**src/rtl/sd_emmc_dma_pkg.sv**
```systemverilog
// Shared types for the SD/eMMC SDMA memory reader: FSM encoding, block size
// and the buffer-boundary decode.
package sd_emmc_dma_pkg;

    localparam logic [7:0] WORDS_PER_BLK = 8'd128;

    typedef enum logic [2:0] {
        IDLE,
        ADDR,
        DATA,
        BLK_CHECK,
        NEW_SYS_ADDR,
        DONE
    } dma_state_t;

    // Boundary code n means a 2^(n+12)-byte window, i.e. 8 << n blocks of 512 bytes.
    function automatic logic [15:0] boundary_blocks(input logic [2:0] code);
        logic [15:0] blocks;
        case (code)
            3'd0:    blocks = 16'd8;
            3'd1:    blocks = 16'd16;
            3'd2:    blocks = 16'd32;
            3'd3:    blocks = 16'd64;
            3'd4:    blocks = 16'd128;
            3'd5:    blocks = 16'd256;
            3'd6:    blocks = 16'd512;
            default: blocks = 16'd1024;
        endcase
        return blocks;
    endfunction

endpackage

```
**src/rtl/sd_emmc_dma_mem_reader_if.sv**
```systemverilog
// Bus bundle for the SDMA reader: AXI read address/data channels plus the
// card-side TX FIFO push port.
interface sd_emmc_dma_mem_reader_if;

    logic [31:0] araddr;
    logic        arvalid;
    logic        arready;
    logic [31:0] rdata;
    logic [1:0]  rresp;
    logic        rvalid;
    logic        rready;
    logic [31:0] fifo_wr_data;
    logic        fifo_wr_en;
    logic        fifo_full;

    modport master (
        output araddr, arvalid, rready, fifo_wr_data, fifo_wr_en,
        input  arready, rdata, rresp, rvalid, fifo_full
    );

    modport slave (
        input  araddr, arvalid, rready, fifo_wr_data, fifo_wr_en,
        output arready, rdata, rresp, rvalid, fifo_full
    );

endinterface

```
**src/rtl/sd_emmc_dma_mem_reader.sv**
```systemverilog
// SDMA memory-to-card reader: fetches 512-byte blocks word by word over AXI and
// pushes them into the card TX FIFO. Define SD_DMA_RRESP_CHECK_EN to act on rresp errors.
module sd_emmc_dma_mem_reader
    import sd_emmc_dma_pkg::*;
(
    input  logic        clock,
    input  logic        reset,
    input  logic [31:0] init_dma_sys_addr,
    input  logic [15:0] block_count,
    input  logic [2:0]  buf_boundary,
    input  logic        sys_addr_changed,
    input  logic        dma_ena,
    input  logic        dir,
    input  logic        blk_count_ena,
    input  logic        xfer_start,
    input  logic        int_rst,
    sd_emmc_dma_mem_reader_if.master bus,
    output logic        dma_int,
    output logic        xfer_done,
    output logic        err_int
);

    dma_state_t  state;
    logic [31:0] araddr_q;
    logic        arvalid_q;
    logic        rready_q;
    logic [31:0] fifo_wr_data_q;
    logic        fifo_wr_en_q;
    logic        dma_int_q;
    logic        xfer_done_q;
    logic [7:0]  words_in_blk;
    logic [15:0] total_blk;
    logic [15:0] bound_blk;
    logic [15:0] blk_bound;
    logic [7:0]  words_next;
    logic        blk_complete;

    assign blk_bound    = boundary_blocks(buf_boundary);
    assign words_next   = words_in_blk + 8'd1;
    assign blk_complete = (words_next == WORDS_PER_BLK);

`ifdef SD_DMA_RRESP_CHECK_EN
    logic err_int_q;
    assign err_int = err_int_q;
`else
    logic unused_rresp;
    assign unused_rresp = ^bus.rresp;
    assign err_int      = 1'b0;
`endif

    // Only one read is ever in flight and arvalid is raised only with FIFO room,
    // so every returned beat is guaranteed a free FIFO slot.
    always_ff @(posedge clock) begin
        if (reset) begin
            state          <= IDLE;
            araddr_q       <= '0;
            arvalid_q      <= 1'b0;
            rready_q       <= 1'b0;
            fifo_wr_data_q <= '0;
            fifo_wr_en_q   <= 1'b0;
            dma_int_q      <= 1'b0;
            xfer_done_q    <= 1'b0;
            words_in_blk   <= '0;
            total_blk      <= '0;
            bound_blk      <= '0;
`ifdef SD_DMA_RRESP_CHECK_EN
            err_int_q      <= 1'b0;
`endif
        end else begin
            fifo_wr_en_q <= 1'b0;
            if (int_rst) begin
                dma_int_q   <= 1'b0;
                xfer_done_q <= 1'b0;
`ifdef SD_DMA_RRESP_CHECK_EN
                err_int_q   <= 1'b0;
`endif
            end
            case (state)
                IDLE: begin
                    if (dma_ena && !dir && xfer_start) begin
                        araddr_q     <= init_dma_sys_addr;
                        words_in_blk <= '0;
                        total_blk    <= '0;
                        bound_blk    <= '0;
                        state        <= ADDR;
                    end
                end
                ADDR: begin
                    if (arvalid_q && bus.arready) begin
                        arvalid_q <= 1'b0;
                        rready_q  <= 1'b1;
                        state     <= DATA;
                    end else if (!xfer_start) begin
                        arvalid_q <= 1'b0;
                        state     <= IDLE;
                    end else if (!bus.fifo_full) begin
                        arvalid_q <= 1'b1;
                    end
                end
                DATA: begin
                    if (bus.rvalid) begin
                        rready_q <= 1'b0;
`ifdef SD_DMA_RRESP_CHECK_EN
                        if (bus.rresp != 2'b00) begin
                            err_int_q <= 1'b1;
                            state     <= DONE;
                        end else
`endif
                        begin
                            fifo_wr_data_q <= bus.rdata;
                            fifo_wr_en_q   <= 1'b1;
                            araddr_q       <= araddr_q + 32'd4;
                            if (blk_complete) begin
                                words_in_blk <= '0;
                                total_blk    <= total_blk + 16'd1;
                                bound_blk    <= bound_blk + 16'd1;
                            end else begin
                                words_in_blk <= words_next;
                            end
                            if (!xfer_start)
                                state <= IDLE;
                            else if (blk_complete)
                                state <= BLK_CHECK;
                            else
                                state <= ADDR;
                        end
                    end
                end
                BLK_CHECK: begin
                    if (!xfer_start) begin
                        state <= IDLE;
                    end else if (blk_count_ena && (total_blk == block_count)) begin
                        xfer_done_q <= 1'b1;
                        state       <= DONE;
                    end else if (bound_blk == blk_bound) begin
                        dma_int_q <= 1'b1;
                        state     <= NEW_SYS_ADDR;
                    end else begin
                        state <= ADDR;
                    end
                end
                NEW_SYS_ADDR: begin
                    if (!xfer_start) begin
                        state <= IDLE;
                    end else if (sys_addr_changed) begin
                        araddr_q  <= init_dma_sys_addr;
                        bound_blk <= '0;
                        state     <= ADDR;
                    end
                end
                DONE: begin
                    if (!xfer_start)
                        state <= IDLE;
                end
                default: state <= IDLE;
            endcase
        end
    end

    assign bus.araddr       = araddr_q;
    assign bus.arvalid      = arvalid_q;
    assign bus.rready       = rready_q;
    assign bus.fifo_wr_data = fifo_wr_data_q;
    assign bus.fifo_wr_en   = fifo_wr_en_q;
    assign dma_int          = dma_int_q;
    assign xfer_done        = xfer_done_q;

endmodule

```
**src/flat_wrapper.sv**
```systemverilog
// flat-port wrapper written by rule: the top's interface ports become plain ports
module sd_emmc_dma_mem_reader_flat import sd_emmc_dma_pkg::*;
  (clock, reset, init_dma_sys_addr, block_count, buf_boundary, sys_addr_changed, dma_ena, dir, blk_count_ena, xfer_start, int_rst, dma_int, xfer_done, err_int, bus_araddr, bus_arvalid, bus_rready, bus_fifo_wr_data, bus_fifo_wr_en, bus_arready, bus_rdata, bus_rresp, bus_rvalid, bus_fifo_full);
  sd_emmc_dma_mem_reader_if bus_i ();
  input  logic clock;
  input  logic reset;
  input  logic [31:0] init_dma_sys_addr;
  input  logic [15:0] block_count;
  input  logic [2:0] buf_boundary;
  input  logic sys_addr_changed;
  input  logic dma_ena;
  input  logic dir;
  input  logic blk_count_ena;
  input  logic xfer_start;
  input  logic int_rst;
  output logic dma_int;
  output logic xfer_done;
  output logic err_int;
  output wire logic [$bits(bus_i.araddr)-1:0] bus_araddr;
  output wire logic [$bits(bus_i.arvalid)-1:0] bus_arvalid;
  output wire logic [$bits(bus_i.rready)-1:0] bus_rready;
  output wire logic [$bits(bus_i.fifo_wr_data)-1:0] bus_fifo_wr_data;
  output wire logic [$bits(bus_i.fifo_wr_en)-1:0] bus_fifo_wr_en;
  input wire logic [$bits(bus_i.arready)-1:0] bus_arready;
  input wire logic [$bits(bus_i.rdata)-1:0] bus_rdata;
  input wire logic [$bits(bus_i.rresp)-1:0] bus_rresp;
  input wire logic [$bits(bus_i.rvalid)-1:0] bus_rvalid;
  input wire logic [$bits(bus_i.fifo_full)-1:0] bus_fifo_full;
  assign bus_araddr = bus_i.araddr;
  assign bus_arvalid = bus_i.arvalid;
  assign bus_rready = bus_i.rready;
  assign bus_fifo_wr_data = bus_i.fifo_wr_data;
  assign bus_fifo_wr_en = bus_i.fifo_wr_en;
  assign bus_i.arready = bus_arready;
  assign bus_i.rdata = bus_rdata;
  assign bus_i.rresp = bus_rresp;
  assign bus_i.rvalid = bus_rvalid;
  assign bus_i.fifo_full = bus_fifo_full;
  sd_emmc_dma_mem_reader u_core (.clock(clock), .reset(reset), .init_dma_sys_addr(init_dma_sys_addr), .block_count(block_count), .buf_boundary(buf_boundary), .sys_addr_changed(sys_addr_changed), .dma_ena(dma_ena), .dir(dir), .blk_count_ena(blk_count_ena), .xfer_start(xfer_start), .int_rst(int_rst), .bus(bus_i), .dma_int(dma_int), .xfer_done(xfer_done), .err_int(err_int));
endmodule
```
**config.mk**
```make
export PLATFORM = sky130hd
export DESIGN_NAME = sd_emmc_dma_mem_reader_flat
export DESIGN_NICKNAME = d
export VERILOG_FILES = /design/src/rtl/sd_emmc_dma_pkg.sv /design/src/rtl/sd_emmc_dma_mem_reader_if.sv /design/src/rtl/sd_emmc_dma_mem_reader.sv /design/src/flat_wrapper.sv
export SDC_FILE = /design/constraint.sdc
export NUM_CORES = 1
export LEC_CHECK = 0
export CAP_MARGIN = 5
export CORE_MARGIN = 2
export CORE_UTILIZATION = 46
export CTS_BUF_LIST = sky130_fd_sc_hd__clkbuf_2 sky130_fd_sc_hd__clkbuf_4 sky130_fd_sc_hd__clkbuf_8
export CTS_CLUSTER_SIZE = 30
export DETAILED_ROUTE_END_ITERATION = 6
export GPL_TIMING_DRIVEN = 0
export MAX_ROUTING_LAYER = met4
export PLACE_DENSITY = 0.78
export SETUP_SLACK_MARGIN = 0.2
export SLEW_MARGIN = 25
export SYNTH_ARGS = -nofsm -noshare
export SYNTH_HDL_FRONTEND = slang
export SYNTH_SLANG_ARGS = --single-unit
```
**constraint.sdc**
```tcl
create_clock -name clock -period 2.45 [get_ports clock]
set_input_delay 0.735 -clock clock [delete_from_list [all_inputs] [get_ports clock]]
set_output_delay 0.735 -clock clock [all_outputs]
set_load 0.005 [all_outputs]
```
==> flow_summary.yaml <==
timing:
  slew_violations: 0
  relSlewSlack_pct: 52.2
  setup_viol: 0
  hold_viol: 0
  clock.fmax_ghz: 0.450
  fin_ws_ps: 227
  holdWs_ps: 459
  rsz0062_at_grt: "yes"
  worst_pin_slew_ps: 714
  min_period_ps: 2220
  layout_worst_path_cycle_share_pct: 90.7
  finClkSkew_ps: 14.2
worst_setup_path:
  end_kind: "flip-flop"
  start_kind: "flip-flop"
  path_max_fanout: 10
  cpPeakStageDelay_ps: 380
  path_common_cell: "buf_4"
  crit_type: "flip-flop to flip-flop"
  path_delay_family: "simple AND/OR/NAND/NOR gates"
  slowest_stage: "dfxtp_4"
  crit_required_ps: 2760
  arrival_ps: 2530
  worst-path-buf-inv: 3
  path_cells: "ha_2, and2_1, buf_4, and4_4, buf_4, nor4_4, buf_4, o41ai_2, a21oi_1"
final_layout:
  antenna_cells: 0
  layout.nets: 1106
  area_growth_pct: 42.4
  fillCellCount: 1134
  drive_above_1_share_pct: 13.2
synthesis:
  synth_area_leader_cell: "dfxtp_1"
  netlist.area_leader.share_pct: 35.6
  synth_cell_types: 77
  synth_compound_area_share_pct: 24.1
  synth_ff_type: "dfxtp_1"
  ys_async_sr_fraction_pct: 0
  synth-simple-area-share_pct: 28.7
  synth_top_family_by_area: "simple AND/OR/NAND/NOR gates"
  synth_warnings: 0
  synth_xor_xnor_area_share_pct: 2.22
  synth_mux_area_share_pct: 2.90
  synth_cells: 813
  synthAdderAreaFrac_pct: 0.992
  synth.net_count: 914
  synthesis.area_um2: 6300
  synth-edff-count: 0
  synthTopCellsByArea: "dfxtp_1 36%, nand2_1 8.3%, a21oi_1 7.7%"
  ys_seq_area_share_pct: 35.6
  syn_area_per_cell_um2: 7.75
  ys_seq_elements: 112
floorplanning:
  initial_core_util_pct: 47.4
  io_pins: 166
  rows: 42
  die-area_um2: 14700
  core_area_um2: 13300
  die_x_um: 121
  dieHeight_um: 121
route:
  routed_wl_mm: 20.9
  routedWlPerCell_um: 17.6
  first_pass_iters: 6
  vias: 7089
  ant_nets: 0
  drt_iter0_drc: 711
  drc: 0
  viasPerCell: 5.98
pwr:
  switching_share_pct: 26.1
  p_int_mw: 2.62
  power.total_mw: 3.55
  power_frac_comb_pct: 13.1
  clockPowerShare_pct: 34.2
  power_density_nw_per_um2: 395
  p_switching_mw: 0.926
  ir_drop_mv: 0.257
  share_seq_of_total_power_pct: 52.8
  p_leak_nw: 3.01
global_routing:
  grtUsageMet1_pct: 35.7
  antenna_found_initial: 0
  grt-ovfl-total: 0
  met2_usage_pct: 43.6
  grt_most_used_layer: "met2"
  grt_max_degree: 20
  grtUsageTotal_pct: 27.5
  grt_pass1_wl_mm: 31.7
  grt_pass1_vias: 6372
  use_met3_pct: 3.81
clocking:
  clkTransAtPathRegs_ps: 110
  clockBufferDepth: 2
  clk_latency_ps: 380
  root_buffer: "clkbuf_8"
  ctsHtreeMaxLevel: 3
  cts_tree: "yes"
  holdBufCountCts: 0
  cts_made_buffers: 9
  cts_sinks: 112
min_path:
  worstHoldPathType: "flip-flop to flip-flop"
placed_design:
  portBuffers: 159
  gp_congestion: 0.946
  dp_hpwl_mm: 14.1
  preCtsSetupSlack_ps: -763
run_status:
  status: "finished clean"
job:
  cap_viol_max_count: 0
==> final cells by class <==
type	instances	area (um^2)	share of cell area, %
Multi-Input combinational cell	618	4050	45.1
Sequential cell	112	2250	25.1
Timing Repair Buffer	181	1810	20.1
Buffer	65	372	4.14
Tap cell	176	220	2.45
Clock buffer	10	138	1.53
Clock inverter	6	76.3	0.850
Inverter	18	67.6	0.753
==> flip-flops by register name (all words and copies together) (netlist names) <==
name                     count
u_core.words_in_blk          8
u_core.bus.fifo_wr_en        1
u_core.xfer_done             1
u_core.bus.araddr           32
u_core.dma_int               1
u_core.bus.fifo_wr_data     32
u_core.state                 3
u_core.bound_blk            16
u_core.bus.rready            1
u_core.total_blk            16
u_core.bus.arvalid           1
==> worst register-to-register path, stage by stage (launching register included) <==
cell	delay, ps
dfxtp_4	380
ha_2	200
and2_1	150
buf_4	170
and4_4	240
buf_4	140
nor4_4	270
buf_4	300
o41ai_2	110
a21oi_1	180
==> kinds of logic (layout without fill, tap and decap cells) <==
family,after synthesis,count (layout)
AND/OR/NAND/NOR,346,346
AO/OA/AOI/OAI,232,232
flip-flops,112,112
buffers and inverters,83,280
multiplexers,18,18
XOR/XNOR,16,16
adder cells (fa/ha/maj),5,5
other,1,1
==> path summary, 6_finish.rpt <==
kind	slack (ps)	from	depth (start not counted)	endpoint
worst max-delay path	230	u_core.words_in_blk[0]	9	u_core.bound_blk[5]
worst min-delay path	460	u_core.bus.fifo_wr_data[2]	2	u_core.bus.fifo_wr_data[2]
worst max register to register	230	u_core.words_in_blk[0]	9	u_core.bound_blk[5]
worst min register to register	460	u_core.bus.fifo_wr_data[2]	2	u_core.bus.fifo_wr_data[2]
==> power by group through the flow <==
stage          registers, mW  logic (mW)  clock network [mW]
2_1_floorplan           1.91       0.169                   0
3_3_place_gp            1.91       0.418                   0
3_5_place_dp            1.91       0.419                   0
4_1_cts                 1.87       0.443                1.23
5_1_grt                 1.88       0.496                1.30
6_report                1.87       0.464                1.21
==> stage by stage <==
stage               std cells  util, %  instance area [um^2]  setup TNS (ps)
finish                   1186     67.5                  8980               0
global route             1186     67.5                  8980               0
CTS                      1171     65.3                  8680               0
detailed placement       1148     61.2                  8140          -51230
global placement         1148     61.2                  8140          -49940
floorplan                 813        -                  6320               0
==> Yosys cell counts (all sizes together) (6+ instances only) <==
master and n:
o41ai 8, xnor2 12, and3 13, dfxtp 112
nor4 16, nand2 140, nand2b 12, nand4 24
and2 7, a31oi 7, a21oi 98, nor3 18
o31ai 13, o32ai 7, inv 18, nor2 34
or4 12, a211oi 10, o21ai 29, buf 16
clkbuf 49, nand3 32, or3 11, mux2i 16
a2111o 6
==> cell usage in the layout (no fill, tap or decap), types with 12 or more instances in the layout <==
| cell type | count |
|---|---|
| xnor2_1 | 12 |
| nand4_1 | 23 |
| clkbuf_1 | 32 |
| dfxtp_1 | 106 |
| nand3_1 | 30 |
| clkdlybuf4s50_1 | 153 |
| nor3_1 | 17 |
| nand2_1 | 138 |
| nand2b_1 | 12 |
| buf_4 | 24 |
| nor2_1 | 34 |
| a21oi_1 | 95 |
| inv_1 | 18 |
| mux2i_1 | 16 |
| o21ai_0 | 27 |
| and3_1 | 13 |
==> per-layer routing <==
| metal | wire length [um] | vias up |
|---|---|---|
| met5 | 0 | - |
| met4 | 679 | 0 |
| met3 | 1610 | 71 |
| met2 | 9740 | 388 |
| met1 | 8860 | 3256 |
| li1 | - | 3374 |
==> what timing repair did <==
item                       in CTS  in global routing
pin swaps                      15                 13
buffers inserted                6                 13
resized for setup              63                 64
setup endpoints to repair     102                 93
gates cloned                    1                  2
No activity file was read; power rests on OpenSTA's default activity.
